$ cat config.mk
export PLATFORM = sky130hd
export DESIGN_NAME = reset_sequencer_flat
export DESIGN_NICKNAME = d
export VERILOG_FILES = /design/src/rtl/reset_seq_pkg.sv /design/src/rtl/reset_sequencer_if.sv /design/src/rtl/sync_2ff.sv /design/src/rtl/reset_sequencer.sv /design/src/flat_wrapper.sv
export SDC_FILE = /design/constraint.sdc
export NUM_CORES = 1
export LEC_CHECK = 0
export CELL_PAD_IN_SITES_DETAIL_PLACEMENT = 1
export CELL_PAD_IN_SITES_GLOBAL_PLACEMENT = 2
export CORE_UTILIZATION = 40
export CTS_BUF_LIST = sky130_fd_sc_hd__clkbuf_16
export DETAILED_ROUTE_END_ITERATION = 7
export PLACE_DENSITY = 0.85
export SETUP_SLACK_MARGIN = 0.4
export SYNTH_ARGS = -nofsm -noshare
export SYNTH_HDL_FRONTEND = slang
export SYNTH_HIERARCHICAL = 1
export SYNTH_SLANG_ARGS = --single-unit
$ cat constraint.sdc
create_clock -name clk -period 2.9 [get_ports clk]
set_clock_uncertainty 0.05 [all_clocks]
set_input_delay 0.58 -clock clk [delete_from_list [all_inputs] [get_ports clk]]
set_output_delay 0.58 -clock clk [all_outputs]
set_load 0.01 [all_outputs]
$ cat src/rtl/reset_seq_pkg.sv
// reset_seq_pkg: shared state encoding and limits for the reset sequencer
package reset_seq_pkg;
  localparam int MAX_STAGES = 8;
  typedef enum logic [2:0] {ASSERT, HOLD, RELEASE, WAIT, DONE, FAULT} seq_state_t;
endpackage

$ cat src/rtl/reset_sequencer_if.sv
// reset_sequencer_if: sequencer-side bundle of sw handshake, per-stage reset/ready and status
//   master (sequencer): in sw_rst_req, stage_ready; out sw_rst_ack, stage_rst_n, all_released, fault, fault_stage
//   slave  (board/sw) : the mirror image
interface reset_sequencer_if #(parameter int NUM_STAGES = 4);
  import reset_seq_pkg::*;
  logic sw_rst_req, sw_rst_ack, all_released, fault;
  logic [NUM_STAGES-1:0] stage_ready, stage_rst_n;
  logic [$clog2(MAX_STAGES)-1:0] fault_stage;
  modport master(input sw_rst_req, stage_ready, output sw_rst_ack, stage_rst_n, all_released, fault, fault_stage);
  modport slave(output sw_rst_req, stage_ready, input sw_rst_ack, stage_rst_n, all_released, fault, fault_stage);
endinterface

$ cat src/rtl/sync_2ff.sv
// sync_2ff: two-flop synchroniser with async active-low clear
//   clk, rst_async_n : clock and async clear
//   d_i              : asynchronous input vector
//   q_o              : synchronised output, two edges behind d_i
module sync_2ff #(parameter int WIDTH = 1) (
  input  logic             clk,
  input  logic             rst_async_n,
  input  logic [WIDTH-1:0] d_i,
  output logic [WIDTH-1:0] q_o
);
  logic [WIDTH-1:0] s1_q, s2_q;
  always_ff @(posedge clk or negedge rst_async_n)
    if (!rst_async_n) begin
      s1_q <= '0;
      s2_q <= '0;
    end else begin
      s1_q <= d_i;
      s2_q <= s1_q;
    end
  assign q_o = s2_q;
endmodule

$ cat src/rtl/reset_sequencer.sv
// reset_sequencer: releases NUM_STAGES reset domains in order, each gated by the previous stage's ready
//   clk, rst_async_n : clock and board reset (async assert, synchronised release)
//   bus (master)     : sw_rst_req/sw_rst_ack handshake, stage_ready in, stage_rst_n out,
//                      all_released, fault, fault_stage status
module reset_sequencer import reset_seq_pkg::*; #(
  parameter int NUM_STAGES    = 4,
  parameter int HOLD_CYCLES   = 16,
  parameter int READY_TIMEOUT = 1024
) (
  input logic              clk,
  input logic              rst_async_n,
  reset_sequencer_if.master bus
);
  localparam int HW = $clog2(HOLD_CYCLES + 1);
  localparam int TW = $clog2(READY_TIMEOUT + 1);
  localparam int IW = $clog2(MAX_STAGES);
  seq_state_t state_q, state_d;
  logic [HW-1:0] hold_q, hold_d;
  logic [TW-1:0] to_q, to_d;
  logic [IW-1:0] idx_q, idx_d, fs_q, fs_d;
  logic [NUM_STAGES-1:0] rst_n_q, rst_n_d, ready_s;
  logic ack_q, ack_d, all_q, all_d, fault_q, fault_d;
  logic rst_s2, req_s, ready_cur, last, trig;
  sync_2ff #(.WIDTH(1)) u_rst_sync (.clk, .rst_async_n, .d_i(1'b1), .q_o(rst_s2));
  sync_2ff #(.WIDTH(1)) u_req_sync (.clk, .rst_async_n, .d_i(bus.sw_rst_req), .q_o(req_s));
  sync_2ff #(.WIDTH(NUM_STAGES)) u_rdy_sync (.clk, .rst_async_n, .d_i(bus.stage_ready), .q_o(ready_s));
  assign ready_cur = |(ready_s & (NUM_STAGES'(1) << idx_q));
  assign last = idx_q == IW'(NUM_STAGES - 1);
  // a new software sequence needs req seen low since the previous ack (4-phase)
  assign trig = (state_q == DONE || state_q == FAULT) && req_s && !ack_q;
  always_ff @(posedge clk or negedge rst_async_n)
    if (!rst_async_n) begin
      state_q <= ASSERT;
      hold_q  <= '0;
      to_q    <= '0;
      idx_q   <= '0;
      rst_n_q <= '0;
      ack_q   <= 1'b0;
      all_q   <= 1'b0;
      fault_q <= 1'b0;
      fs_q    <= '0;
    end else begin
      state_q <= state_d;
      hold_q  <= hold_d;
      to_q    <= to_d;
      idx_q   <= idx_d;
      rst_n_q <= rst_n_d;
      ack_q   <= ack_d;
      all_q   <= all_d;
      fault_q <= fault_d;
      fs_q    <= fs_d;
    end
  always_comb begin
    state_d = state_q;
    hold_d  = hold_q;
    to_d    = to_q;
    idx_d   = idx_q;
    case (state_q)
      ASSERT: begin
        hold_d = '0;
        if (rst_s2) state_d = HOLD;
      end
      HOLD: begin
        hold_d = hold_q + HW'(1);
        if (hold_q == HW'(HOLD_CYCLES - 1)) begin
          state_d = RELEASE;
          idx_d   = '0;
        end
      end
      RELEASE: begin
        to_d    = '0;
        state_d = WAIT;
      end
      WAIT: begin
        to_d = to_q + TW'(1);
        // ready on the timeout cycle still counts as in time
        if (ready_cur) begin
          state_d = last ? DONE : RELEASE;
          idx_d   = last ? idx_q : idx_q + IW'(1);
        end else if (to_q == TW'(READY_TIMEOUT - 1)) state_d = FAULT;
      end
      DONE, FAULT: if (trig) state_d = ASSERT;
      default: state_d = ASSERT;
    endcase
  end
  // outputs are registered from the next state so they line up with the state they describe
  always_comb begin
    rst_n_d = state_d == ASSERT ? '0 : state_q == RELEASE ? rst_n_q | (NUM_STAGES'(1) << idx_q) : rst_n_q;
    ack_d   = trig ? 1'b1 : (state_d == DONE || state_d == FAULT) ? ack_q & req_s : ack_q;
    all_d   = state_d == DONE;
    fault_d = state_d == FAULT;
    fs_d    = state_d == FAULT ? idx_q : '0;
  end
  assign bus.stage_rst_n  = rst_n_q;
  assign bus.sw_rst_ack   = ack_q;
  assign bus.all_released = all_q;
  assign bus.fault        = fault_q;
  assign bus.fault_stage  = fs_q;
endmodule

$ cat src/flat_wrapper.sv
// flat-port wrapper written by rule: the top's interface ports become plain ports
module reset_sequencer_flat import reset_seq_pkg::*;
#(
  parameter int NUM_STAGES    = 4,
  parameter int HOLD_CYCLES   = 16,
  parameter int READY_TIMEOUT = 1024
)
  (clk, rst_async_n, bus_sw_rst_req, bus_stage_ready, bus_sw_rst_ack, bus_stage_rst_n, bus_all_released, bus_fault, bus_fault_stage);
  reset_sequencer_if #(.NUM_STAGES(NUM_STAGES)) bus_i ();
  input logic clk;
  input logic rst_async_n;
  input wire logic [$bits(bus_i.sw_rst_req)-1:0] bus_sw_rst_req;
  input wire logic [$bits(bus_i.stage_ready)-1:0] bus_stage_ready;
  output wire logic [$bits(bus_i.sw_rst_ack)-1:0] bus_sw_rst_ack;
  output wire logic [$bits(bus_i.stage_rst_n)-1:0] bus_stage_rst_n;
  output wire logic [$bits(bus_i.all_released)-1:0] bus_all_released;
  output wire logic [$bits(bus_i.fault)-1:0] bus_fault;
  output wire logic [$bits(bus_i.fault_stage)-1:0] bus_fault_stage;
  assign bus_i.sw_rst_req = bus_sw_rst_req;
  assign bus_i.stage_ready = bus_stage_ready;
  assign bus_sw_rst_ack = bus_i.sw_rst_ack;
  assign bus_stage_rst_n = bus_i.stage_rst_n;
  assign bus_all_released = bus_i.all_released;
  assign bus_fault = bus_i.fault;
  assign bus_fault_stage = bus_i.fault_stage;
  reset_sequencer #(.NUM_STAGES(NUM_STAGES), .HOLD_CYCLES(HOLD_CYCLES), .READY_TIMEOUT(READY_TIMEOUT)) u_core (.clk(clk), .rst_async_n(rst_async_n), .bus(bus_i));
endmodule
Word-level counts from Yosys, hierarchy flattened
Index checks and enable logic that the tools add are counted.

operators by class
  bitwise logic cells = 3
  shift-type cells = 1
  reductions and logical operators = 15
  muxes and demuxes = 18
  equal/unequal tests = 13
  $add $sub $neg = 3

operators with widths
  cell                                                    number
  2-to-1 mux 3 bit                                        10
  one-hot mux 11 bit (2 select lines)                     1
  one-hot mux 3 bit (5 select lines)                      1
  equality test 3 bit (second input constant)             4
  adder 11 x 1 -> 11 bit (second input constant)          1
  equality test 11 x 10 -> 1 bit (second input constant)  1
  one-hot mux 5 bit (2 select lines)                      1
  nonzero test 2 bit                                      5
  equality test 3 x 2 -> 1 bit (second input constant)    3
  2-to-1 mux 4 bit                                        2
  zero test 3 bit                                         2
  one-hot mux 3 bit (2 select lines)                      1
  adder 5 x 1 -> 5 bit (second input constant)            1
  equality test 5 x 4 -> 1 bit (second input constant)    1
  bitwise AND 4 bit                                       1
  inequality test 2 x 1 -> 1 bit (second input constant)  2
  OR 4 bit                                                1
  AND reduction 4 bit                                     1
  OR reduction 4 bit                                      1
  << shifter 1 x 3 -> 4 bit (first input constant)        1
  adder 3 x 1 -> 3 bit (second input constant)            1
  equality test 3 x 1 -> 1 bit (second input constant)    1
  logical AND 1 bit                                       2
  logical OR 1 bit                                        2
  other kinds (5)                                         6

word-level totals
  bits of input ports = 7
  output and inout bits = 10
  word-level logic and storage cells = 68
  bits in registers = 44

Logic depth before layout (Yosys ltp)
Gate-level depths: netlist (run 1).

  word-level depth = 10
  mapped depth = 7

By module
Netlist (run 1), hierarchy kept.

modules (own cells, without submodules)
  module                             instances  area an instance (µm²)  cells an instance
  reset_sequencer                    1          1701.6                  176
  sync_2ff at u_core.u_rdy_sync      1          200.2                   8
  sync_2ff at u_core.u_req_sync ...  2          50.0                    2

Worst setup path before layout (run 1)
Ideal clock, no wire load.

  path type = reg2reg
  start point = reg u_core.hold_q[0]
  end point = reg u_core.fault_q (netlist: u_core/bus.fault)
  period minus slack after synthesis = 1.840 ns
  slack = 1.060 ns
  cell stages (with the launch flop) = 8
  arrival time = 1.712 ns
  buffers on the path = 0
  cell sequence = dfrtp_1 -> ha_1 -> and3_1 -> ha_1 -> nor2b_1 -> o32ai_4 -> or2_4 -> a21boi_1

on the way
  cells in the longest elaborated chain, start to end = 4

ends and longest elaborated chain
  element                             RTL line               text
  from (decl)                         reset_sequencer.sv:18  logic [HW-1:0] hold_q, hold_d;
  from (signal assigned)              reset_sequencer.sv:44  hold_q <= hold_d;
  equality test 5 x 4 -> 1 bit        reset_sequencer.sv:65  if (hold_q == HW'(HOLD_CYCLES - 1)) begin
  2-to-1 mux 3 bit                    reset_sequencer.sv:65
  one-hot mux 3 bit (5 select lines)  reset_sequencer.sv:58  case (state_q)
  net u_core.state_d[0]               reset_sequencer.sv:17  seq_state_t state_q, state_d;
  equality test 3 bit                 reset_sequencer.sv:91  fault_d = state_d == FAULT;
  net u_core.fault_d                  reset_sequencer.sv:22  logic ack_q, ack_d, all_q, all_d, fault_q, fault_d;
  to (signal assigned)                reset_sequencer.sv:50  fault_q <= fault_d;
  to (decl)                           reset_sequencer.sv:22

The timed path passes the listed nets, and every way through them passes these cells.
A chain may end at the register's enable or synchronous reset.

Final worst setup path (run 1)
Same ends and word-level chain as after synthesis.

==> impl_results.md, run 1 <==
- Status: completed
- Met2 GRT Util: 34.2%
- Worst path top cell family by delay: simple AND/OR/NAND/NOR gates
- CTS buffer count: 5
- CP Data Arrival Time: 2.22 ns
- Leakage: 0.000994 µW
- Top_reg_cell synth: dfrtp_1
- Number of hold violations in the final report: 0
- Clock buffer depth: 2
- Multi-input logic area: 847 µm²
- Core Region: 0.00475 mm²
- Htree depth: 2
- Final WL: 4500 µm
- Worst Path Max Fanout: 5
- Fin crit period: 2.07 ns
- Mapped Area: 0.00200 mm²
- Hpwl dp: 3140 µm
- Final net count: 222
- Grt met1 use: 24.8%
- Setup violators final: 0
- Crit path cell chain: ha_1 > and3_1 > ha_1 > nor2b_1 > o32ai_4 > or2_4 > a21boi_1
- Fin cells: 275
- Initial Util: 42.1%
- CTS root buffer: clkbuf_16
- Overall Global Routing Usage: 19.8%
- Slowest stage delay, CP: 0.42 ns
- Filler cells: 531
- CTS Hold Buffers Added: 0
- Placed cells: 267
- Antenna violations before repair: 0
- Layout cell share with drive strength beyond 1: 9.13%
- CP Class: reg2reg
- Pin count of the biggest net entering global routing: 45
- Actual slew at the worst max-slew pin: 0.970 ns
- Postcts setup bufs: 0
- Peak supply drop: 0.490 mV
- Crit path required time: 3.05 ns
- Reg clk slew, reported paths: 0.06 ns
- Net Count, Synth: 203
- Die Span X: 72.7 µm
- Gate Count Post-Synth: 188
- Pwr Total: 2080 µW
- Post-synth cell types: 46
- Vias per cell: 5.30
- Slowest stage cell, crit path: dfrtp_1
- Number of top-level pins: 17
- Final Wtd Congestion: 0.783
- Via count: 1458
- Synth warn: 6
- RSZ-0062 raised after global routing: false
- Pre-antenna DRT Iters: 4
- GRT busiest layer: met2
- Synth-to-Final Area Change: 18.1%
- Area leader, netlist: dfrtp_1
- Residual DRC count: 0
- Period Utilization, post-route: 71.2%
- Clock Sink Count: 44
- Setup TNS: 0 ns
- CTS tree: yes
- Post-layout util: 49.7%
- Final Max Slew Viols: 0
- Worst hold path type: reg2reg
- Main area contributors after synthesis: dfrtp_1 55%, ha_1 5.0%, nand2_1 3.9%
- Post-route ant nets: 0
- N_diodes: 0
- Top cell type's share of synthesized area: 55.0%
- Most frequent CP cell: ha_1
- Worst slew margin: 35.3%
- Max-cap viol count: 0
- Reg area: 0.00110 mm²
- Sequential fraction of the synthesis area: 55.0%
- CP Buf/Inv Count: 0
- Critical Path Source Type: flip-flop
- Worst hold margin: 0.299 ns
- Asr flop ratio synth: 100%
- Yosys reg bits: 44
- GRT overflow: 0
- Post-synth EDFFs: 0
- CTS resizes: 0
- # rows: 25
- Number of global-route vias before repair: 1537
- Buffers on Ports: 16
- Met3 usage: 4.70%
- Die area: 0.00529 mm²
- Clk Latency, worst-skew pair: 0.28 ns
- Wire per inst: 16.4 µm
- PD cells: 879 mW/mm²
- FMAX: 484 MHz
- Setup crit end kind: flip-flop
- Synth cell count leaders: 44 x dfrtp_1, 21 x nand2_1, 14 x nor2_1
- Top-count cell post-synth: dfrtp_1
- Avg Synthesized Cell Area: 10.6 µm²
- First-pass GRT wire length: 7800 µm
- Die height: 72.7 µm
- Initial DRC Count: 61
==> registers in the layout, summed over array words and instances, names as in the netlist <==
signal                   flops
u_core/state_q               3
u_core/u_rst_sync/s1_q       1
u_core/bus.fault             1
u_core/u_req_sync/q_o        1
u_core/bus.sw_rst_ack        1
u_core/hold_q                5
u_core/bus.fault_stage       3
u_core/bus.all_released      1
u_core/to_q                 11
u_core/idx_q                 3
u_core/u_rdy_sync/q_o        4
u_core/u_rst_sync/q_o        1
u_core/u_rdy_sync/s1_q       4
u_core/u_req_sync/s1_q       1
u_core/bus.stage_rst_n       4
==> layer usage <==
metal | part of all wire, % | wire (µm)
met4 | 0.76 | 34
met2 | 52 | 2350
met1 | 44 | 1990
met5 | 0 | 0
met3 | 2.8 | 128
==> cells in the final DEF (no fill, tap or decap), types with 2 or more instances in the layout <==
master,n
nor3_2,2
nand2b_1,4
clkinvlp_4,2
inv_1,8
o21ai_0,12
nor2b_1,2
xnor2_1,5
nor2_1,14
nor4_1,2
clkdlybuf4s50_1,15
nand2_1,21
nor3_1,3
clkbuf_16,5
ha_1,8
a21oi_1,13
nor4_2,2
dfrtp_1,44
o21a_1,3
nand3_1,5
o31ai_1,3
o21ai_1,4
or3_1,2
o211ai_1,2
==> stage by stage <==
step | setup WS (ns) | instance area (µm²)
after global routing | 0.733 | 2360
after global placement | 0.954 | 2220
after detailed placement | 0.856 | 2220
after CTS | 0.833 | 2360
after floorplan | 1.06 | 2000
final | 0.834 | 2360
==> where the power goes <==
part           internal [µW]  switching [µW]  total, µW
Clock                    316             224        540
Sequential               720             145        865
Combinational            289             385        674
==> cells by family (layout without fill, tap and decap cells) <==
group           after synthesis  after routing  share of synthesized area (%)
mux                           1              1                          0.500
compound gates               49             49                           16.5
other cells                   1              1                          0.187
simple gates                 67             67                           17.9
buf+inv                      13             33                           2.69
flops                        44             44                           55.0
xor+xnor                      5              5                           2.19
fa+ha+maj                     8              8                           5.00
==> final timing paths <==
path                                            from                         to  slack (ns)  depth (start not counted)
setup / recovery                    u_core/hold_q[0]           u_core/bus.fault        0.83                          7
hold / removal             u_core/u_rdy_sync/s1_q[0]   u_core/u_rdy_sync/q_o[0]        0.30                          0
setup reg to reg                    u_core/hold_q[0]           u_core/bus.fault        0.83                          7
hold reg to reg            u_core/u_rdy_sync/s1_q[0]   u_core/u_rdy_sync/q_o[0]        0.30                          0
max in group asynchronous                rst_async_n  u_core/bus.stage_rst_n[3]        1.79                          1
min in group asynchronous                rst_async_n             u_core/to_q[7]        0.41                          1
==> area by class of cell <==
type | count | share of cell area, %
clock buffer | 5 | 5.29
sequential | 44 | 46.6
clock inverter | 3 | 0.794
inverter | 9 | 1.43
multi-input combinational | 131 | 35.8
tap | 67 | 3.54
timing repair buffer | 16 | 6.56
Note: power is estimated with default switching activity, not from simulation.
==> run 2: changes to the inputs <==
--- a/config.mk
+++ b/config.mk
@@ -7,10 +7,10 @@
 export LEC_CHECK = 0
 export CELL_PAD_IN_SITES_DETAIL_PLACEMENT = 1
 export CELL_PAD_IN_SITES_GLOBAL_PLACEMENT = 2
-export CORE_UTILIZATION = 40
+export CORE_UTILIZATION = 37
 export CTS_BUF_LIST = sky130_fd_sc_hd__clkbuf_16
 export DETAILED_ROUTE_END_ITERATION = 7
-export PLACE_DENSITY = 0.85
+export PLACE_DENSITY = 0.79
 export SETUP_SLACK_MARGIN = 0.4
 export SYNTH_ARGS = -nofsm -noshare
 export SYNTH_HDL_FRONTEND = slang
==> constraint.sdc (replaced) <==
create_clock -name clk -period 1.95 [get_ports clk]
set_clock_uncertainty 0.05 [all_clocks]
set_input_delay 0.39 -clock clk [delete_from_list [all_inputs] [get_ports clk]]
set_output_delay 0.39 -clock clk [all_outputs]
set_load 0.01 [all_outputs]
==> impl_results.md, run 2 (synthesis results as in run 1) <==
- RSZ-0062 raised after global routing: true
- GRT busiest layer: met2
- Reg area: 0.00110 mm² (+0.34%)
- Overall Global Routing Usage: 19.8% (+0.020 points)
- R2R Path Start: u_core/idx_q[0]
- N_diodes: 0 (unchanged)
- Final net count: 246 (+11%)
- Clock Sink Count: 44 (unchanged)
- Placed cells: 277 (+3.7%)
- Final WL: 5440 µm (+21%)
- # rows: 26 (+4.0%)
- CP Class: reg2reg
- Setup violators final: 0 (unchanged)
- CTS buffer count: 5 (unchanged)
- Leading cell type in the layout, fill and taps excluded: dfrtp_1
- Fin crit period: 1.89 ns (-0.175 ns)
- Htree depth: 2 (unchanged)
- Post-route ant nets: 0 (unchanged)
- Worst r2r path cells: 7 (unchanged)
- Clock share of power: 22.0% (-4.0 points)
- Critical Path Source Type: flip-flop
- Pwr Total: 3810 µW (+83%)
- Layout cell share with drive strength beyond 1: 30.6% (+21 points)
- Buffers on Ports: 16 (unchanged)
- Number of global-route vias before repair: 1710 (+11%)
- Antenna violations before repair: 0 (unchanged)
- Pin count of the biggest net entering global routing: 25 (-44%)
- Number of top-level pins: 17 (unchanged)
- Leakage: 0.00119 µW (+20%)
- Reg clk slew, reported paths: 0.07 ns (about the same)
- Residual DRC count: 0 (unchanged)
- Most frequent cells in the layout: 41 x dfrtp_1, 23 x buf_4, 19 x nand2_1
- Pre-antenna DRT Iters: 3 (-1)
- Clock buffer depth: 2 (unchanged)
- CTS root buffer: clkbuf_16
- Met2 GRT Util: 37.2% (+3.0 points)
- Clk Latency, worst-skew pair: 0.28 ns (about the same)
- Worst Setup SP: u_core/idx_q[0]
- Psw: 1430 µW (+89%)
- R2R Setup Slk: 0.06 ns (-0.78 ns)
- Max-cap viol count: 0 (unchanged)
- PD cells: 1390 mW/mm² (+58%)
- Sw frac: 37.4% (+1.1 points)
- Final Wtd Congestion: 0.754 (-3.8%)
- FMAX: 529 MHz (+9.2%)
- Initial DRC Count: 67 (+9.8%)
- Fin cells: 302 (+9.8%)
- Via count: 1588 (+8.9%)
- Grt met1 use: 22.4% (-2.5 points)
- Comb power frac: 44.5% (+12 points)
- Sequential Power Share: 33.5% (-8.1 points)
- Max FFs per register: 11 (unchanged)
- Internal Power: 2380 µW (+80%)
- Die area: 0.00571 mm² (+7.9%)
- Number of hold violations in the final report: 0 (unchanged)
- Multi-input logic area: 0.00104 mm² (+23%)
- Wire per inst: 18.0 µm (+10%)
- Filler cells: 540 (+1.7%)
- Worst hold path type: in2async
- Core Region: 0.00517 mm² (+8.8%)
- Synth-to-Final Area Change: 37.2%
- Regs by FF count: u_core/to_q: 11 flops, u_core/hold_q: 5 flops
- Die height: 75.6 µm (+3.9%)
- Status: completed
- Period Utilization, post-route: 97.0% (+26 points)
- Setup crit end kind: flip-flop
- Initial Util: 38.7% (-3.4 points)
- GRT overflow: 0 (unchanged)
- Vias per cell: 5.26 (-0.82%)
- Worst Path Max Fanout: 6 (+1)
- Worst slew margin: 64.3% (+29 points)
- Met3 usage: 4.37% (-0.33 points)
- Peak supply drop: 0.700 mV (+43%)
- First-pass GRT wire length: 8210 µm (+5.2%)
- Final Max Slew Viols: 0 (unchanged)
- CTS tree: yes
- Top reg by flops: u_core/to_q
- Die Span X: 75.6 µm (+3.9%)
- CP Data Arrival Time: 2.00 ns (-0.22 ns)
- CTS Hold Buffers Added: 0 (unchanged)
- Actual slew at the worst max-slew pin: 0.535 ns (-0.435 ns)
- Critical R2R Capture: u_core/bus.fault_stage[1]
- Crit path required time: 2.06 ns (-0.99 ns)
- Hpwl dp: 3380 µm (+7.4%)
-- run 2: changes by cell type in the layout (fill, tap and decap cells not counted), sizes merged --
| cell | before | now |
|---|---|---|
| buf | 1 | 25 |
| dlygate4sd2 | 0 | 10 |
| clkdlybuf4s50 | 15 | 5 |
-- run 2: critical path: stages (launching register included) --
cell      delay [ns]
dfrtp_2         0.45
inv_4           0.08
ha_4            0.17
a22oi_2         0.26
o211ai_1        0.18
o211ai_1        0.29
buf_4           0.21
a21oi_1         0.08
-- run 2: worst max path at each step --
stage / end / slack (ns) / depth (start not counted)
after detailed placement: u_core/bus.fault_stage[0] / 0.11 / 7
after CTS: u_core/bus.stage_rst_n[1] / 0.15 / 7
after floorplan: u_core/bus.fault / 0.25 / 7
final: u_core/bus.fault_stage[1] / 0.06 / 7
after global routing: u_core/bus.fault_stage[2] / -0.04 / 7
after global placement: u_core/bus.fault_stage[2] / 0.13 / 7
-- run 2: power groups by stage --
stage | Clock [µW] | Sequential (µW) | Combinational (µW)
after floorplan | 0 | 1220 | 766
after global placement | 0 | 1260 | 1040
after detailed placement | 0 | 1280 | 1100
after CTS | 854 | 1250 | 1370
after global routing | 891 | 1300 | 1840
final | 838 | 1280 | 1700
-- run 2: cell type report --
cell class / instances / area share [%]
sequential: 44 / 40.2
multi-input combinational: 131 / 37.9
timing repair buffer: 40 / 11.9
clock buffer: 5 / 4.56
tap: 70 / 3.19
inverter: 9 / 1.32
clock inverter: 3 / 0.866
-- run 2: metal layers --
layer / routed length (µm) / vias up
met5: 0 / -
met4: 105 / 0
met3: 92 / 8
met2: 3040 / 22
met1: 2210 / 816
li1: - / 742
-- run 2: per-stage QoR --
step / hold WS (ns) / setup TNS, ns / util [%] / area (µm²) / worst slack, ns
after floorplan: 0.0444 / 0 / - / 2040 / 0.245
after global placement: 0.283 / 0 / 44.7 / 2310 / 0.132
after detailed placement: 0.286 / 0 / 44.7 / 2310 / 0.108
after CTS: 0.0538 / 0 / 50.4 / 2610 / 0.145
after global routing: 0.0815 / -0.119 / 53.1 / 2750 / -0.0373
final: 0.0306 / 0 / 53.1 / 2750 / 0.0590
-- run 2: repair_timing --
item | in CTS | in global routing
hold endpoints to repair | 0 | 0
buffers inserted | 9 | 8
pin swaps | 5 | 13
gates resized for setup | 32 | 13
endpoints found under the setup margin | 29 | 22
==> run 3: changes to the inputs <==
--- a/config.mk
+++ b/config.mk
@@ -7,6 +7,7 @@
 export LEC_CHECK = 0
 export CELL_PAD_IN_SITES_DETAIL_PLACEMENT = 1
 export CELL_PAD_IN_SITES_GLOBAL_PLACEMENT = 2
+export CORE_MARGIN = 2
 export CORE_UTILIZATION = 37
 export CTS_BUF_LIST = sky130_fd_sc_hd__clkbuf_16
 export DETAILED_ROUTE_END_ITERATION = 7
==> impl_results.md, run 3 (synthesis results as in run 1) <==
- Overall Global Routing Usage: 18.4% (-1.5 points)
- N_diodes: 0 (unchanged)
- Wire per inst: 18.2 µm (+0.98%)
- Vias per cell: 5.24 (-0.25%)
- Peak supply drop: 0.608 mV (-13%)
- Crit path cell chain: ha_2 > and3_4 > ha_4 > nor2b_4 > o32ai_4 > a211oi_2 > nor2_1
- Buffers on Ports: 16 (unchanged)
- Die height: 77.6 µm (+2.6%)
- Final instance area: 0.00272 mm² (-1.1%)
- Final Max Slew Viols: 0 (unchanged)
- Initial DRC Count: 101 (+51%)
- Antenna violations before repair: 0 (unchanged)
- # rows: 26 (unchanged)
- Critical Path Source Type: flip-flop
- Worst hold margin: 0.304 ns (+0.273 ns)
- First-pass GRT wire length: 8690 µm (+5.9%)
- CTS buffer count: 5 (unchanged)
- Max-cap viol count: 0 (unchanged)
- Worst hold path type: reg2reg
- Max FFs per register: 11 (unchanged)
- Htree depth: 2 (unchanged)
- Worst path top cell family by delay: compound AO/OA/AOI/OAI gates
- GRT overflow: 0 (unchanged)
- PD cells: 1370 mW/mm² (-1.5%)
- Number of top-level pins: 17 (unchanged)
- CTS tree: yes
- CTS root buffer: clkbuf_16
- Die Span X: 77.6 µm (+2.6%)
- Leakage: 0.00117 µW (-1.7%)
- Setup crit end kind: flip-flop
- Post-route ant nets: 0 (unchanged)
- Crit path required time: 2.05 ns (about the same)
- Final WL: 5350 µm (-1.7%)
- Hpwl dp: 3290 µm (-2.7%)
- Top reg by flops: u_core/to_q
- Setup violators final: 0 (unchanged)
- Status: completed
- Initial Util: 38.7% (unchanged)
- Final Wtd Congestion: 0.777 (+3.1%)
- DP Area: 0.00230 mm² (-0.32%)
- Pin count of the biggest net entering global routing: 19 (-24%)
- Slowest stage delay, CP: 0.44 ns (about the same)
- Clk Latency, worst-skew pair: 0.28 ns (about the same)
- Worst Path Max Fanout: 4 (-2)
- CP Class: reg2reg
- Period Utilization, post-route: 96.9% (about the same)
- RSZ-0062 raised after global routing: true
- Residual DRC count: 0 (unchanged)
- Leading cell type in the layout, fill and taps excluded: dfrtp_1
- CP Data Arrival Time: 1.99 ns (about the same)
- Core Region: 0.00517 mm² (unchanged)
- Regs by FF count: u_core/to_q: 11 flops, u_core/hold_q: 5 flops
- CP Buf/Inv Count: 0 (-2)
- Number of global-route vias before repair: 1687 (-1.3%)
- Slowest stage cell, crit path: a211oi_2
- Most frequent cells in the layout: 40 x dfrtp_1, 20 x nand2_1, 13 x buf_4
- Number of hold violations in the final report: 0 (unchanged)
- Clock Sink Count: 44 (unchanged)
- Reg clk slew, reported paths: 0.06 ns (about the same)
- Final net count: 238 (-3.3%)
- Pre-antenna DRT Iters: 4 (+1)
- Via count: 1542 (-2.9%)
- FMAX: 529 MHz (about the same)
- Clock buffer depth: 2 (unchanged)
- Synth-to-Final Area Change: 35.7%
- Fin crit period: 1.89 ns (-0.000706 ns)
- Die area: 0.00601 mm² (+5.4%)
- Layout cell share with drive strength beyond 1: 29.9% (-0.69 points)
==> run 3: layout make-up <==
cell class                 instances  area (µm²)
inverter                           9        36.3
multi-input combinational        131        1040
clock inverter                     3        47.5
tap                               70        87.6
sequential                        44        1110
clock buffer                       5         125
timing repair buffer              32         273
fill                             523        2460
==> run 3: worst paths after layout <==
check	cells past startpoint	slack (ns)	startpoint	to
worst min-delay path	0	0.30	u_core/u_rdy_sync/s1_q[3]	u_core/u_rdy_sync/q_o[3]
min in group asynchronous	2	0.52	rst_async_n	u_core/hold_q[0]
max in group asynchronous	3	0.77	rst_async_n	u_core/idx_q[2]
worst max register to register	7	0.06	u_core/hold_q[1]	u_core/bus.stage_rst_n[3]
worst min register to register	0	0.30	u_core/u_rdy_sync/s1_q[3]	u_core/u_rdy_sync/q_o[3]
worst max-delay path	7	0.06	u_core/hold_q[1]	u_core/bus.stage_rst_n[3]
==> run 3: stage by stage <==
step / util [%] / power [µW] / TNS (ns) / cells / setup slack [ns]
after floorplan: - / 1990 / 0 / 188 / 0.245
after global placement: 44.6 / 2290 / 0 / 276 / 0.165
after detailed placement: 44.6 / 2360 / 0 / 276 / 0.0505
after CTS: 49.7 / 3480 / 0 / 291 / 0.0589
after global routing: 52.5 / 3950 / -0.0648 / 294 / -0.0515
final: 52.5 / 3710 / 0 / 294 / 0.0597
==> run 3: routing by layer <==
metal / global-route usage (%) / vias up / wire length [µm]
met2: 32.9 / 25 / 2860
met5: 0 / - / 0
met3: 2.91 / 10 / 132
met1: 22.6 / 781 / 2240
met4: 5.89 / 0 / 115
li1: - / 726 / -
==> run 3: worst register-to-register path, stage by stage (launching register included) <==
cell	delay, ns
dfrtp_1	0.38
ha_2	0.20
and3_4	0.20
ha_4	0.13
nor2b_4	0.15
o32ai_4	0.11
a211oi_2	0.44
nor2_1	0.11
==> run 3: where the power goes <==
part / internal [µW] / switching (µW) / total, µW
Sequential: 1080 / 197 / 1270
Combinational: 672 / 809 / 1480
Clock: 608 / 350 / 958
==> run 3: what timing repair did <==
item / CTS / global route
buffers inserted: 6 / 3
gates resized for setup: 25 / 23
hold buffers: 1 / 0
setup endpoints to repair: 31 / 21
pin swaps: 8 / 10
endpoints found under the hold margin: 16 / 0
==> RTL change 1, RTL diff (settings of run 2) <==
Make the reset (`rst_async_n`) synchronous in 2 clocked blocks. Comments in the files are not updated.
--- a/src/rtl/sync_2ff.sv
+++ b/src/rtl/sync_2ff.sv
@@ -11,3 +11,3 @@
   logic [WIDTH-1:0] s1_q, s2_q;
-  always_ff @(posedge clk or negedge rst_async_n)
+  always_ff @(posedge clk)
     if (!rst_async_n) begin
--- a/src/rtl/reset_sequencer.sv
+++ b/src/rtl/reset_sequencer.sv
@@ -30,3 +30,3 @@
   assign trig = (state_q == DONE || state_q == FAULT) && req_s && !ack_q;
-  always_ff @(posedge clk or negedge rst_async_n)
+  always_ff @(posedge clk)
     if (!rst_async_n) begin
Function: same outputs for any inputs over 10 cycles, from zero or initial values and one cycle with rst_async_n low; that may be too few to reach the edited logic, so the function may still have changed.
==> RTL change 1 against run 2 <==
Cell area is 3.6% lower; area after synthesis is 5.6% lower; setup slack better by 0.015 ns; die area is 5.5% lower; sequential cell count stayed put; first-iteration DRC count is 4.5% higher; routed wire length is 11% lower.
Power is not compared: it rests on default switching activity, and its combinational part moved more than twofold at a synthesized area within 25%.
==> RTL change 1: results (changes against run 2) <==
[synthesis]
synth_cell_type_count = 41  ; -11%
synth_compound_area_share_pct = 17.8  ; +1.3 points
yosys-top-cells-count = dfxtp_1 (44), a21oi_1 (25), nor2_1 (18)
syn_nets = 228  ; +12%
synth-xor-area-share_pct = 0  ; -2.2 points
synth.area.top_cells = dfxtp_1 (47%), a21oi_1 (6.6%), and2_1 (5.6%), ha_1 (5.3%), nor2_1 (3.6%)
avgSynthCellArea_um2 = 8.87  ; -17%
synth_top_family_by_area = simple AND/OR/NAND/NOR gates
synth_warnings = 6  ; unchanged
ys_seq_area_share_pct = 46.6  ; -8.4 points
async_reset_ff_share_pct = 0  ; -100 points
synthAdderAreaFrac_pct = 5.30  ; +0.30 points
muxShareOfSynthArea_pct = 1.19  ; +0.69 points

[critical_path]
crit_arrival_ns = 2.03  ; +0.03 ns
crit_fanout = 5  ; -1

[place]
place_inst = 300  ; +8.3%
dp_slack_ns = -0.00649  ; -0.115 ns
place.gp.congestion = 0.792  ; +5.1%
hpwl_um = 3310  ; -1.9%

[min_path]
hp-class = reg -> reg

[detailed_routing]
wl_um = 4840  ; -11%
wire_per_inst_um = 14.9  ; -17%
vias = 1651  ; +4.0%
dr.pass1.iters = 4  ; +1
drt-initial-drc-count = 70  ; +4.5%

[global_route]
grt_pass1_vias = 1639  ; -4.2%
grt_pass1_wl_um = 7860  ; -4.3%
antenna_found_initial = 0  ; unchanged
grt_use_total_pct = 19.3  ; -0.52 points
grt_max_degree = 16  ; -36%

[status]
status = complete, no violations

[power_and_ir_drop]
ir_drop_mv = 0.443
leakage_nw = 1.01

[timing]
timing.hold.ws_ns = 0.384  ; +0.353 ns

[finish]
fin_nets = 271  ; +10%
drive_above_1_share_pct = 30.0  ; -0.64 points

[RTL change 1: kinds of logic after synthesis]
group,Yosys count
AND/OR/NAND/NOR,91
AO/OA/AOI/OAI,53
flip-flops,44
buffers and inverters,14
adder cells (fa/ha/maj),8
multiplexers,2
other,1
[RTL change 1: final timing paths]
| kind | startpoint | end | slack [ns] | depth (start not counted) |
|---|---|---|---|---|
| setup / recovery | u_core/idx_q[1] | u_core/idx_q[0] | 0.07 | 8 |
| hold / removal | u_core/u_req_sync/s1_q | u_core/u_req_sync/q_o | 0.38 | 1 |
| setup reg to reg | u_core/idx_q[1] | u_core/idx_q[0] | 0.07 | 8 |
| hold reg to reg | u_core/u_req_sync/s1_q | u_core/u_req_sync/q_o | 0.38 | 1 |
[RTL change 1: routing by layer]
metal	GRT usage (%)	wire length [µm]
met4	5.13	33
met1	23.5	2230
met2	33.9	2450
met3	4.66	119
met5	0	0
[RTL change 1: what timing repair did]
| action | 4_1_cts | 5_1_grt |
|---|---|---|
| gates cloned | 0 | 0 |
| buffers inserted | 9 | 7 |
| resized for setup | 39 | 11 |
| endpoints found under the setup margin | 31 | 22 |
| hold endpoints to repair | 0 | 0 |
| pin swaps | 16 | 12 |
[RTL change 1: power breakdown]
group	internal [W]	switching (W)
Combinational	0.0000430	0.0000394
Clock	0.000608	0.000350
Sequential	0.000904	0.00000826
[RTL change 1: metrics by stage]
stage	area [µm²]	utilization, %
2_1_floorplan	1940	-
3_3_place_gp	2220	46.1
3_5_place_dp	2220	46.1
4_1_cts	2570	53.4
5_1_grt	2650	55.0
6_report	2650	55.0
[RTL change 1: worst max-delay path, stage by stage, from the launching register on]
cell	delay, ns
dfxtp_4	0.38
inv_4	0.07
ha_1	0.18
nand2_1	0.07
a211o_1	0.35
buf_4	0.17
nor2_4	0.11
mux2_2	0.33
nor2_1	0.10
[RTL change 1: cell type report]
class,count,area [µm²]
Inverter,6,27.5
Sequential cell,44,910
Fill cell,569,2170
Clock buffer,5,125
Tap cell,67,83.8
Multi-Input combinational cell,155,1090
Clock inverter,3,46.3
Timing Repair Buffer,44,365
==> RTL change 2, RTL diff (config.mk and constraints of run 2) <==
Made on the original files. Change the package constant `MAX_STAGES` from 8 to 16.
--- a/src/rtl/reset_seq_pkg.sv
+++ b/src/rtl/reset_seq_pkg.sv
@@ -2,3 +2,3 @@
 package reset_seq_pkg;
-  localparam int MAX_STAGES = 8;
+  localparam int MAX_STAGES = 16;
   typedef enum logic [2:0] {ASSERT, HOLD, RELEASE, WAIT, DONE, FAULT} seq_state_t;
Interface: changed (resized bus_fault_stage); port bits go from 17 to 18. The function was not compared with the original's and may differ.
==> RTL change 2 against run 2 <==
Routed wire length fell by 11%; sequential cell count rose by 2; via count fell by 6.0%; largest power group is now registers; setup slack improved by 0.033 ns; area after synthesis fell by 1.7%; cell area fell by 1.6%; total power fell by 12%; critical path depth rose by 1.
==> RTL change 2: results (changes against run 2) <==
[global_route]
grt_use_total_pct = 18.5  ; -1.3 points
met2_usage_pct = 32.6  ; -4.6 points
grt_max_degree = 20  ; -20%
met3_usage_pct = 4.42  ; +0.053 points
grt_pass1_wl_um = 7540  ; -8.2%

[finish]
multi_input_area_share_pct = 33.6  ; -4.4 points
multi_input_gates = 121  ; -7.6%
fin_nets = 232  ; -5.7%
bufAreaShareNonClock_pct = 12.6  ; +0.75 points
buffers = 41  ; +2.5%
seqCellArea_um2 = 1150  ; +4.5%
fillers = 538  ; -0.37%
inverters = 6  ; -3
drive_above_1_share_pct = 27.5  ; -3.1 points

[power_and_ir_drop]
p_per_area_nw_per_um2 = 1250  ; -10%
share_comb_of_total_power_pct = 31.3  ; -13 points
power.share.clock_pct = 31.7  ; +9.7 points
leakage_nw = 1.24  ; +4.7%
ir_drop_mv = 0.572  ; -18%

[detailed_routing]
m1WireLength_um = 2100  ; -4.7%
wl_met2_um = 2540  ; -16%
dr_wl_met3_um = 113  ; +23%
drt-initial-drc-count = 55  ; -18%
dr.pass1.iters = 4  ; +1
vias = 1493  ; -6.0%

[critical_path]
r2r_setup_slack_ns = 0.09  ; +0.03 ns
crit_fanout = 5  ; -1
ff2ff_path_depth = 8  ; +1
cpMaxStageDelayCell = dfrtp_1
crit_arrival_ns = 2.03  ; +0.03 ns
cpPeakStageDelay_ns = 0.40  ; -0.05 ns

[min_path]
hp-class = reg -> reg

[synthesis]
yosys_register_bits = 46  ; +4.5%
ys_seq_area_share_pct = 58.5  ; +3.5 points
yosys-top-cells-count = dfrtp_1 (46), nor2_1 (23), nand2_1 (16)
syn_nets = 191  ; -5.9%

[status]
status = complete, no violations

[place]
numPortBuffers = 17  ; +1
hpwl_um = 3280  ; -3.0%
place.gp.congestion = 0.802  ; +6.4%

==> RTL change 2: cells by family after synthesis <==
kind of cell,synth area share (%)
AOI/OAI and AO/OA,11.1
xor gates and xnor gates,3.56
adders and majority gates,2.54
buffers and inverters,3.18
DFF,58.5
muxes,2.73
other,0.191
and+or+nand+nor,18.2
==> RTL change 2: through the flow <==
| stage | hold slack (ns) | cells | setup WS, ns | total power [W] |
|---|---|---|---|---|
| after floorplan | 0.0444 | 180 | 0.212 | 0.00186 |
| after global placement | 0.283 | 269 | 0.0582 | 0.00207 |
| after detailed placement | 0.286 | 269 | 0.0429 | 0.00213 |
| after CTS | 0.300 | 287 | 0.0982 | 0.00332 |
| after global routing | 0.304 | 292 | 0.00739 | 0.00356 |
| final | 0.297 | 292 | 0.0915 | 0.00337 |
==> RTL change 2: what timing repair did <==
item,in CTS,in global routing
buffers inserted,9,5
hold buffers,1,0
pin swaps,5,12
gates resized for setup,22,12
setup endpoints to repair,31,24
endpoints found under the hold margin,17,0
gates cloned,0,0
